===== src/rtl/if_pkg.sv =====
// Shared constants and FSM state encoding for the instruction-fetch slice.
package if_pkg;

  localparam int unsigned     XLEN      = 32;
  localparam logic [XLEN-1:0] PC_INC    = 32'd4;
  localparam logic [31:0]     NOP_INSTR = 32'h0000_0013;

  typedef enum logic [1:0] {
    IDLE    = 2'd0,
    FETCH   = 2'd1,
    HOLD    = 2'd2,
    DISCARD = 2'd3
  } fetch_state_e;

endpackage


===== src/rtl/if_fetch_unit_if.sv =====
// Bundle of PC, instruction-memory and IF/ID signals around the fetch unit.
interface if_fetch_unit_if;
  import if_pkg::*;

  logic [XLEN-1:0] pc;
  logic            pc_write;
  logic [XLEN-1:0] next_pc;
  logic            imem_req;
  logic [XLEN-1:0] imem_addr;
  logic            imem_ack;
  logic [31:0]     imem_rdata;
  logic            id_stall;
  logic            redirect;
  logic [XLEN-1:0] redirect_target;
  logic            ifid_valid;
  logic [XLEN-1:0] ifid_pc;
  logic [31:0]     ifid_instr;

  modport master (
    input  pc, imem_ack, imem_rdata, id_stall, redirect, redirect_target,
    output pc_write, next_pc, imem_req, imem_addr, ifid_valid, ifid_pc, ifid_instr
  );

  modport slave (
    output pc, imem_ack, imem_rdata, id_stall, redirect, redirect_target,
    input  pc_write, next_pc, imem_req, imem_addr, ifid_valid, ifid_pc, ifid_instr
  );

endinterface


===== src/rtl/if_id_skid.sv =====
// IF/ID pipeline register plus a one-entry skid buffer that catches a fetch
// response arriving while decode is stalled.
module if_id_skid
  import if_pkg::*;
(
  input  logic            clk,
  input  logic            rst,
  input  logic            flush,
  input  logic            id_stall,
  input  logic            load_fetch,
  input  logic            push_skid,
  input  logic            pop_skid,
  input  logic [XLEN-1:0] fetch_pc,
  input  logic [31:0]     fetch_instr,
  output logic            accept,
  output logic            ifid_valid,
  output logic [XLEN-1:0] ifid_pc,
  output logic [31:0]     ifid_instr,
  output logic            skid_valid,
  output logic [XLEN-1:0] skid_pc
);

  logic            ifid_valid_q, ifid_valid_d;
  logic [XLEN-1:0] ifid_pc_q,    ifid_pc_d;
  logic [31:0]     ifid_instr_q, ifid_instr_d;
  logic            skid_valid_q, skid_valid_d;
  logic [XLEN-1:0] skid_pc_q,    skid_pc_d;
  logic [31:0]     skid_instr_q, skid_instr_d;

  assign accept     = !ifid_valid_q || !id_stall;
  assign ifid_valid = ifid_valid_q;
  assign ifid_pc    = ifid_pc_q;
  assign ifid_instr = ifid_instr_q;
  assign skid_valid = skid_valid_q;
  assign skid_pc    = skid_pc_q;

  // Next IF/ID and skid contents; flush beats every load.
  always_comb begin
    ifid_valid_d = ifid_valid_q;
    ifid_pc_d    = ifid_pc_q;
    ifid_instr_d = ifid_instr_q;
    skid_valid_d = skid_valid_q;
    skid_pc_d    = skid_pc_q;
    skid_instr_d = skid_instr_q;
    if (flush) begin
      ifid_valid_d = 1'b0;
      ifid_instr_d = NOP_INSTR;
      skid_valid_d = 1'b0;
    end else if (load_fetch) begin
      ifid_valid_d = 1'b1;
      ifid_pc_d    = fetch_pc;
      ifid_instr_d = fetch_instr;
    end else if (pop_skid) begin
      ifid_valid_d = 1'b1;
      ifid_pc_d    = skid_pc_q;
      ifid_instr_d = skid_instr_q;
      skid_valid_d = 1'b0;
    end else if (push_skid) begin
      skid_valid_d = 1'b1;
      skid_pc_d    = fetch_pc;
      skid_instr_d = fetch_instr;
    end else if (ifid_valid_q && !id_stall) begin
      ifid_valid_d = 1'b0;
    end else begin
      ifid_valid_d = ifid_valid_q;
    end
  end

  always_ff @(posedge clk) begin
    if (rst) begin
      ifid_valid_q <= 1'b0;
      ifid_pc_q    <= {XLEN{1'b0}};
      ifid_instr_q <= NOP_INSTR;
      skid_valid_q <= 1'b0;
      skid_pc_q    <= {XLEN{1'b0}};
      skid_instr_q <= 32'd0;
    end else begin
      ifid_valid_q <= ifid_valid_d;
      ifid_pc_q    <= ifid_pc_d;
      ifid_instr_q <= ifid_instr_d;
      skid_valid_q <= skid_valid_d;
      skid_pc_q    <= skid_pc_d;
      skid_instr_q <= skid_instr_d;
    end
  end

endmodule


===== src/rtl/if_fetch_unit.sv =====
// Instruction-fetch controller: single-outstanding imem handshake, PC update,
// decode back-pressure and redirect handling.
module if_fetch_unit
  import if_pkg::*;
(
  input  logic     clk,
  input  logic     rst,
  if_fetch_unit_if.master bus
);

  fetch_state_e    state_q, state_d;
  logic [XLEN-1:0] disc_addr_q, disc_addr_d;

  logic            pc_write_s;
  logic [XLEN-1:0] next_pc_s;
  logic            imem_req_s;
  logic [XLEN-1:0] imem_addr_s;
  logic            load_fetch_s, push_skid_s, pop_skid_s, flush_s;
  logic            accept_s, skid_valid_s;
  logic [XLEN-1:0] skid_pc_s;
  logic            ifid_valid_s;
  logic [XLEN-1:0] ifid_pc_s;
  logic [31:0]     ifid_instr_s;

  if_id_skid u_skid (
    .clk         (clk),
    .rst         (rst),
    .flush       (flush_s),
    .id_stall    (bus.id_stall),
    .load_fetch  (load_fetch_s),
    .push_skid   (push_skid_s),
    .pop_skid    (pop_skid_s),
    .fetch_pc    (bus.pc),
    .fetch_instr (bus.imem_rdata),
    .accept      (accept_s),
    .ifid_valid  (ifid_valid_s),
    .ifid_pc     (ifid_pc_s),
    .ifid_instr  (ifid_instr_s),
    .skid_valid  (skid_valid_s),
    .skid_pc     (skid_pc_s)
  );

  // Request depends only on state and PC so a same-cycle ack cannot loop back into it.
  always_comb begin
    imem_req_s  = 1'b0;
    imem_addr_s = bus.pc;
    if (rst) begin
      imem_req_s = 1'b0;
    end else begin
      case (state_q)
        FETCH:   imem_req_s = 1'b1;
        DISCARD: begin
          imem_req_s  = 1'b1;
          imem_addr_s = disc_addr_q;
        end
        default: imem_req_s = 1'b0;
      endcase
    end
  end

  // Next state, PC update and IF/ID control.
  always_comb begin
    state_d      = state_q;
    disc_addr_d  = disc_addr_q;
    pc_write_s   = 1'b0;
    next_pc_s    = bus.pc + PC_INC;
    load_fetch_s = 1'b0;
    push_skid_s  = 1'b0;
    pop_skid_s   = 1'b0;
    flush_s      = 1'b0;
    if (rst) begin
      state_d = IDLE;
    end else if (bus.redirect) begin
      pc_write_s = 1'b1;
      next_pc_s  = bus.redirect_target;
      flush_s    = 1'b1;
      case (state_q)
        FETCH: begin
          if (!bus.imem_ack) begin
            disc_addr_d = bus.pc;
            state_d     = DISCARD;
          end else begin
            state_d = FETCH;
          end
        end
        // An ack landing here retires the abandoned request, so no further discard is needed.
        DISCARD: state_d = bus.imem_ack ? FETCH : DISCARD;
        default: state_d = FETCH;
      endcase
    end else begin
      case (state_q)
        IDLE: state_d = FETCH;
        FETCH: begin
          if (bus.imem_ack && accept_s) begin
            load_fetch_s = 1'b1;
            pc_write_s   = 1'b1;
            state_d      = FETCH;
          end else if (bus.imem_ack) begin
            push_skid_s = 1'b1;
            state_d     = HOLD;
          end else begin
            state_d = FETCH;
          end
        end
        HOLD: begin
          if (accept_s && skid_valid_s) begin
            pop_skid_s = 1'b1;
            pc_write_s = 1'b1;
            next_pc_s  = skid_pc_s + PC_INC;
            state_d    = FETCH;
          end else begin
            state_d = HOLD;
          end
        end
        DISCARD: state_d = bus.imem_ack ? FETCH : DISCARD;
        default: state_d = IDLE;
      endcase
    end
  end

  always_ff @(posedge clk) begin
    if (rst) begin
      state_q     <= IDLE;
      disc_addr_q <= {XLEN{1'b0}};
    end else begin
      state_q     <= state_d;
      disc_addr_q <= disc_addr_d;
    end
  end

  assign bus.pc_write   = pc_write_s;
  assign bus.next_pc    = next_pc_s;
  assign bus.imem_req   = imem_req_s;
  assign bus.imem_addr  = imem_addr_s;
  assign bus.ifid_valid = ifid_valid_s;
  assign bus.ifid_pc    = ifid_pc_s;
  assign bus.ifid_instr = ifid_instr_s;

endmodule


===== src/flat_wrapper.sv =====
// flat-port wrapper written by rule: the top's interface ports become plain ports
module if_fetch_unit_flat import if_pkg::*;
  (clk, rst, bus_pc, bus_imem_ack, bus_imem_rdata, bus_id_stall, bus_redirect, bus_redirect_target, bus_pc_write, bus_next_pc, bus_imem_req, bus_imem_addr, bus_ifid_valid, bus_ifid_pc, bus_ifid_instr);
  if_fetch_unit_if bus_i ();
  input  logic clk;
  input  logic rst;
  input wire logic [$bits(bus_i.pc)-1:0] bus_pc;
  input wire logic [$bits(bus_i.imem_ack)-1:0] bus_imem_ack;
  input wire logic [$bits(bus_i.imem_rdata)-1:0] bus_imem_rdata;
  input wire logic [$bits(bus_i.id_stall)-1:0] bus_id_stall;
  input wire logic [$bits(bus_i.redirect)-1:0] bus_redirect;
  input wire logic [$bits(bus_i.redirect_target)-1:0] bus_redirect_target;
  output wire logic [$bits(bus_i.pc_write)-1:0] bus_pc_write;
  output wire logic [$bits(bus_i.next_pc)-1:0] bus_next_pc;
  output wire logic [$bits(bus_i.imem_req)-1:0] bus_imem_req;
  output wire logic [$bits(bus_i.imem_addr)-1:0] bus_imem_addr;
  output wire logic [$bits(bus_i.ifid_valid)-1:0] bus_ifid_valid;
  output wire logic [$bits(bus_i.ifid_pc)-1:0] bus_ifid_pc;
  output wire logic [$bits(bus_i.ifid_instr)-1:0] bus_ifid_instr;
  assign bus_i.pc = bus_pc;
  assign bus_i.imem_ack = bus_imem_ack;
  assign bus_i.imem_rdata = bus_imem_rdata;
  assign bus_i.id_stall = bus_id_stall;
  assign bus_i.redirect = bus_redirect;
  assign bus_i.redirect_target = bus_redirect_target;
  assign bus_pc_write = bus_i.pc_write;
  assign bus_next_pc = bus_i.next_pc;
  assign bus_imem_req = bus_i.imem_req;
  assign bus_imem_addr = bus_i.imem_addr;
  assign bus_ifid_valid = bus_i.ifid_valid;
  assign bus_ifid_pc = bus_i.ifid_pc;
  assign bus_ifid_instr = bus_i.ifid_instr;
  if_fetch_unit u_core (.clk(clk), .rst(rst), .bus(bus_i));
endmodule

===== config.mk =====
export PLATFORM = sky130hd
export DESIGN_NAME = if_fetch_unit_flat
export DESIGN_NICKNAME = d
export VERILOG_FILES = /design/src/rtl/if_pkg.sv /design/src/rtl/if_fetch_unit_if.sv /design/src/rtl/if_id_skid.sv /design/src/rtl/if_fetch_unit.sv /design/src/flat_wrapper.sv
export SDC_FILE = /design/constraint.sdc
export NUM_CORES = 1
export LEC_CHECK = 0
export BUFFER_PORTS_ARGS = -buffer_cell sky130_fd_sc_hd__buf_2
export CAP_MARGIN = 10
export CORE_MARGIN = 4
export CORE_UTILIZATION = 24
export CTS_CLUSTER_SIZE = 20
export DETAILED_ROUTE_END_ITERATION = 10
export SLEW_MARGIN = 20
export SYNTH_ARGS = -nofsm -noshare
export SYNTH_HDL_FRONTEND = slang
export SYNTH_SLANG_ARGS = --single-unit

===== constraint.sdc =====
create_clock -name clk -period 2.1 [get_ports clk]
set_clock_uncertainty 0.15 [all_clocks]
set_input_delay 0.105 -clock clk [delete_from_list [all_inputs] [get_ports clk]]
set_output_delay 0.105 -clock clk [all_outputs]
set_load 0.01 [all_outputs]

Word-level counts from Yosys, hierarchy flattened

Index checks and enable logic that the tools add are counted.

Reduce and logical (&&, ||, !) cells: 17
Bitwise operators: 4
Add/subtract/negate cells: 2
Equality and inequality tests: 4
Mux-type cells: 43

Operator list:

| kind                    | number |
|---|---|
| $mux W32                | 10 |
| $add A32 B3 Y32 const B | 2 |
| $mux W1                 | 25 |
| $mux W2                 | 6 |
| $pmux W2 S4             | 1 |
| $reduce_and A2 Y1       | 3 |
| $eq A2 B2 Y1 const B    | 2 |
| $not A1 Y1              | 4 |
| $reduce_and A4 Y1       | 1 |
| $reduce_bool A2 Y1      | 2 |
| $reduce_or A2 Y1        | 2 |
| $logic_and A1 B1 Y1     | 3 |
| $ne A3 B2 Y1 const B    | 1 |
| $reduce_and A3 Y1       | 1 |
| $reduce_bool A3 Y1      | 1 |
| $eq A2 B1 Y1 const B    | 1 |
| $logic_not A1 Y1        | 2 |
| $logic_not A2 Y1        | 1 |
| $pmux W1 S2             | 1 |
| $logic_or A1 B1 Y1      | 1 |

Output and inout port bits: 131
Register bits: 164
Word-level logic and storage cells: 78
Bits of input ports: 101

Depth between registers and ports, before layout

Depth in word-level cells: 10
Gate-level depth with buffers: 8
Mapped depth without buffers: 7

Hierarchy

A second synthesis with hierarchy kept.

Cell total of the unflattened synthesis: 1060
Area, all modules: 9539.1 sq um

By module, submodules not included:

| module        | cells an instance | seq. area each (sq um) | area each (sq um) | instances |
|---|---|---|---|---|
| if_id_skid    | 579               | 2602.5                 | 6137.1            | 1 |
| if_fetch_unit | 481               | 680.7                  | 3402.0            | 1 |

Least setup slack after synthesis

OpenSTA, ideal clock, no wires.

Kind: register -> output
From: register u_core.u_skid.skid_pc_q[2] (netlist: u_core.u_skid.skid_pc[2])
To: output port bus_next_pc[26]
Path buffers: 0
Required time: 1.845 ns
Arrival: 1.821 ns
Setup slack: 0.024 ns
Stages on the path, launching flop included: 7
Cell sequence: dfxtp_1 > ha_1 > nand4_2 > or4_4 > nor3_2 > xnor2_1 > o221ai_2

Word-level cells in the longest chain between the ends: 5

RTL lines:

| element                | RTL line             | RTL |
|---|---|---|
| from (decl)            | if_id_skid.sv:27     | `logic [XLEN-1:0] skid_pc_q, skid_pc_d;` |
| from (signal assigned) | if_id_skid.sv:75     | `skid_pc_q <= {XLEN{1'b0}};` |
| from (signal assigned) | if_id_skid.sv:82     | `skid_pc_q <= skid_pc_d;` |
| $add A32 B3 Y32        | if_fetch_unit.sv:109 | `next_pc_s = skid_pc_s + PC_INC;` |
| $mux W32               | if_fetch_unit.sv:106 | `if (accept_s && skid_valid_s) begin` |
| $mux W32               | if_fetch_unit.sv:91  | `case (state_q)` |
| $mux W32               | if_fetch_unit.sv:73  | `end else if (bus.redirect) begin` |
| $mux W32               | if_fetch_unit.sv:71  | `if (rst) begin` |
| to (decl)              | flat_wrapper.sv:14   | `output wire logic [$bits(bus_i.next_pc)-1:0] bus_next_pc;` |

No other way between the ends.

Final worst setup path

From: register u_core.u_skid.skid_pc_q[2] (netlist: u_core.u_skid.skid_pc[2])
To: output port bus_next_pc[29]

The elaborated chain is that of the path after synthesis.

==> results.yml <==
run_status:
  outcome: "finished with violations"
  failed_checks: "negative setup slack"
detailed_routing:
  drc: 0
  wl_per_cell_microns: 18.84
  drt_first_iter_violations: 578
  wl_microns: 36690
  drt_pass1_iterations: 5
  vias: 9539
  post_drt_via_cell_ratio: 4.899
  drtAntennaViolNets: 0
synthesis:
  synth-seq-cells: 164
  syn-cell-area_sq_um: 8477
  synth_edf_count: 0
  synthDistinctLibCells: 51
  yosys.area.top_type: "dfxtp_1"
  syn_avg_cell_area_sq_um: 7.488
  synth_top_cell_area_share_pct: 38.73
  ys_seq_area_share_pct: 38.73
  synth_top_cells_by_area: "dfxtp_1 (39%), nand2_1 (14%), a21oi_1 (8.0%)"
  yosysWarnings: 0
  synth.most_common_cell: "nand2_1"
  synth_async_sr_flop_share_pct: 0
  synth_top_flop_cell: "dfxtp_1"
  synthesis.instances: 1132
  yosys-top-cells-count: "nand2_1 (326), dfxtp_1 (164), a21oi_1 (135)"
  synth_nets: 1239
sta:
  worstMarginPinSlew_ns: 0.7921
  max-slew-margin-rel_pct: 47.19
  max_freq_mhz: 407.2
  finalSetupViolCount: 36
  min_period_ns: 2.456
  setup_tns_ns: -6.202
  timing.final.ws_setup_ns: -0.3555
  rsz0062_at_grt: "yes"
  final_hold_viol_count: 0
  fin_crit_sh_pct: 116.9
  final_max_slew_viol_count: 0
worst_hold_path:
  hold_class: "input port to flip-flop"
  min_from: "bus_redirect"
clocking:
  clockBufferDepth: 2
  cts_tree: "yes"
  htreeDepth: 4
  clkLatencyLatePin_ns: 0.44
  clk_pin_slew_worst_paths_ns: 0.07
  cts_sinks: 164
  numCtsBuffers: 17
  cts-root-buf: "clkbuf_16"
floorplanning:
  rows: 68
  die_w_microns: 195.9
  core_area_sq_um: 34710
  dieArea_sq_um: 38390
  die_height_microns: 195.9
  initial_core_util_pct: 24.42
  ios: 232
power:
  vdd_drop_max_v: 0.0005415
  leakage_nw: 5.379
  power_density_nw_per_um2: 563.7
worst_setup_path:
  startpoint_type: "flip-flop"
  critPathLaunch: "u_core.u_skid.skid_pc[2]"
  cp.required_ns: 1.85
  cp_max_fo: 9
  r2r_start: "u_core.state_q[0]"
  critPathKind: "flip-flop to primary output"
  worst-endpoint-arrival_ns: 2.20
  end_kind: "primary output"
global_routing:
  grt_first_pass_wirelength_microns: 55170
  grt_overflow_total: 0
  met1_usage_pct: 21.64
  grt_usage_pct: 18.28
  grt_max_degree: 69
  met2_usage_pct: 31.78
  top_usage_layer: "met2"
  antenna_found_initial: 2
  grt_pass1_vias: 9585
  grtUsageMet3_pct: 4.723
run:
  drv_cap: 0
cells_and_area:
  antenna_cells: 0
  num-nets-final: 1586
  regArea_sq_um: 3317
  fin_util_pct: 38.39
  nFillCells: 3467
  area_growth_pct: 57.21
  multi_input_area_sq_um: 5359
  layout-drive-gt1-share_pct: 34.65
place:
  dp_hpwl_microns: 23400
  finalWeightedCongestion: 0.8622
  port_buffers: 231
==> power breakdown <==
part           leakage (nW)  switching [W]  total (W)  internal (W)
clock network         0.265        0.00141    0.00311       0.00170
registers              1.34      0.0000390    0.00321       0.00317
logic                  3.78       0.000626    0.00119      0.000566
==> placed cells by master, fill, tap and decap left out, types with 19 or more instances in the layout <==
| cell | synthesis | final |
|---|---|---|
| mux2_4 | 0 | 32 |
| a21oi_1 | 135 | 131 |
| nand3_1 | 25 | 19 |
| nor3b_1 | 30 | 30 |
| nand4_1 | 25 | 25 |
| nand2_1 | 326 | 320 |
| o21ai_0 | 37 | 29 |
| buf_2 | 21 | 195 |
| xor2_1 | 37 | 35 |
| buf_6 | 0 | 55 |
| a311oi_1 | 30 | 30 |
| dlygate4sd3_1 | 0 | 68 |
| dfxtp_1 | 164 | 145 |
| buf_4 | 0 | 88 |
| nor2_1 | 56 | 50 |
==> cell families (layout without fill, tap and decap cells) <==
kind of cell | Yosys count | count (layout) | synth area share (%)
XOR/XNOR | 50 | 50 | 5.166
buffers and inverters | 112 | 472 | 5.314
adder cells (fa/ha/maj) | 6 | 6 | 0.8856
AO/OA/AOI/OAI | 255 | 255 | 18.20
flip-flops | 164 | 164 | 38.73
multiplexers | 34 | 34 | 4.487
AND/OR/NAND/NOR | 511 | 511 | 27.22
==> worst paths after layout <==
| check | slack, ns | cells after the start | endpoint |
|---|---|---|---|
| max | -0.36 | 8 | bus_next_pc[29] |
| min | 0.06 | 3 | u_core.u_skid.skid_valid |
| max reg2reg | 0.11 | 9 | u_core.u_skid.ifid_instr[22] |
| min reg2reg | 0.30 | 2 | u_core.disc_addr_q[6] |
==> metal layers <==
layer | vias to the layer above | share of wire [%]
met5 | - | 0.071
met4 | 4 | 2.9
met3 | 64 | 7.4
met2 | 361 | 49
met1 | 4499 | 40
li1 | 4611 | -
==> through the flow <==
stage          hold WS, ns  instances  power, W  setup WS, ns  area (sq um)
2_1_floorplan      0.06362       1132  0.003731       0.02388          8477
3_3_place_gp        0.2094       1803  0.004185      -0.08360         10670
3_5_place_dp        0.2140       1803  0.004193      -0.05522         10670
4_1_cts            0.04705       1936  0.007571       -0.4672         13100
5_1_grt            0.09255       1947  0.007815       -0.4900         13330
6_report           0.06442       1947  0.007512       -0.3555         13330
==> cell type report <==
type	instances	share of cell area [%]
multi-input cells	856	40.21
repair buffers	431	26.13
flip-flops and latches	164	24.89
well taps	455	4.272
clock buffers	21	3.455
clock inverters	11	0.7887
inverters	9	0.2535
==> timing repair <==
action                                  4_1_cts  5_1_grt
buffers inserted                             26       16
pin swaps                                    44       28
hold buffers                                 69        0
endpoints found under the setup margin       76       66
resized for setup                           181       43
endpoints found under the hold margin       164        0
gates cloned                                  6        1
==> sequential cells by signal, indices dropped and copies added (netlist names) <==
| name | cells |
|---|---|
| u_core.u_skid.skid_valid | 1 |
| u_core.disc_addr_q | 32 |
| u_core.u_skid.skid_pc | 32 |
| u_core.u_skid.ifid_valid | 1 |
| u_core.u_skid.ifid_pc | 32 |
| u_core.u_skid.ifid_instr | 32 |
| u_core.state_q | 2 |
| u_core.u_skid.skid_instr_q | 32 |
==> critical path, stage by stage (launching register included) <==
cell,delay [ns]
dfxtp_2,0.36
buf_6,0.10
nand4_1,0.17
nor4_4,0.32
buf_12,0.18
nand3_1,0.10
xor2_1,0.16
o211ai_1,0.19
buf_2,0.17
No activity file was read; power rests on OpenSTA's default activity.
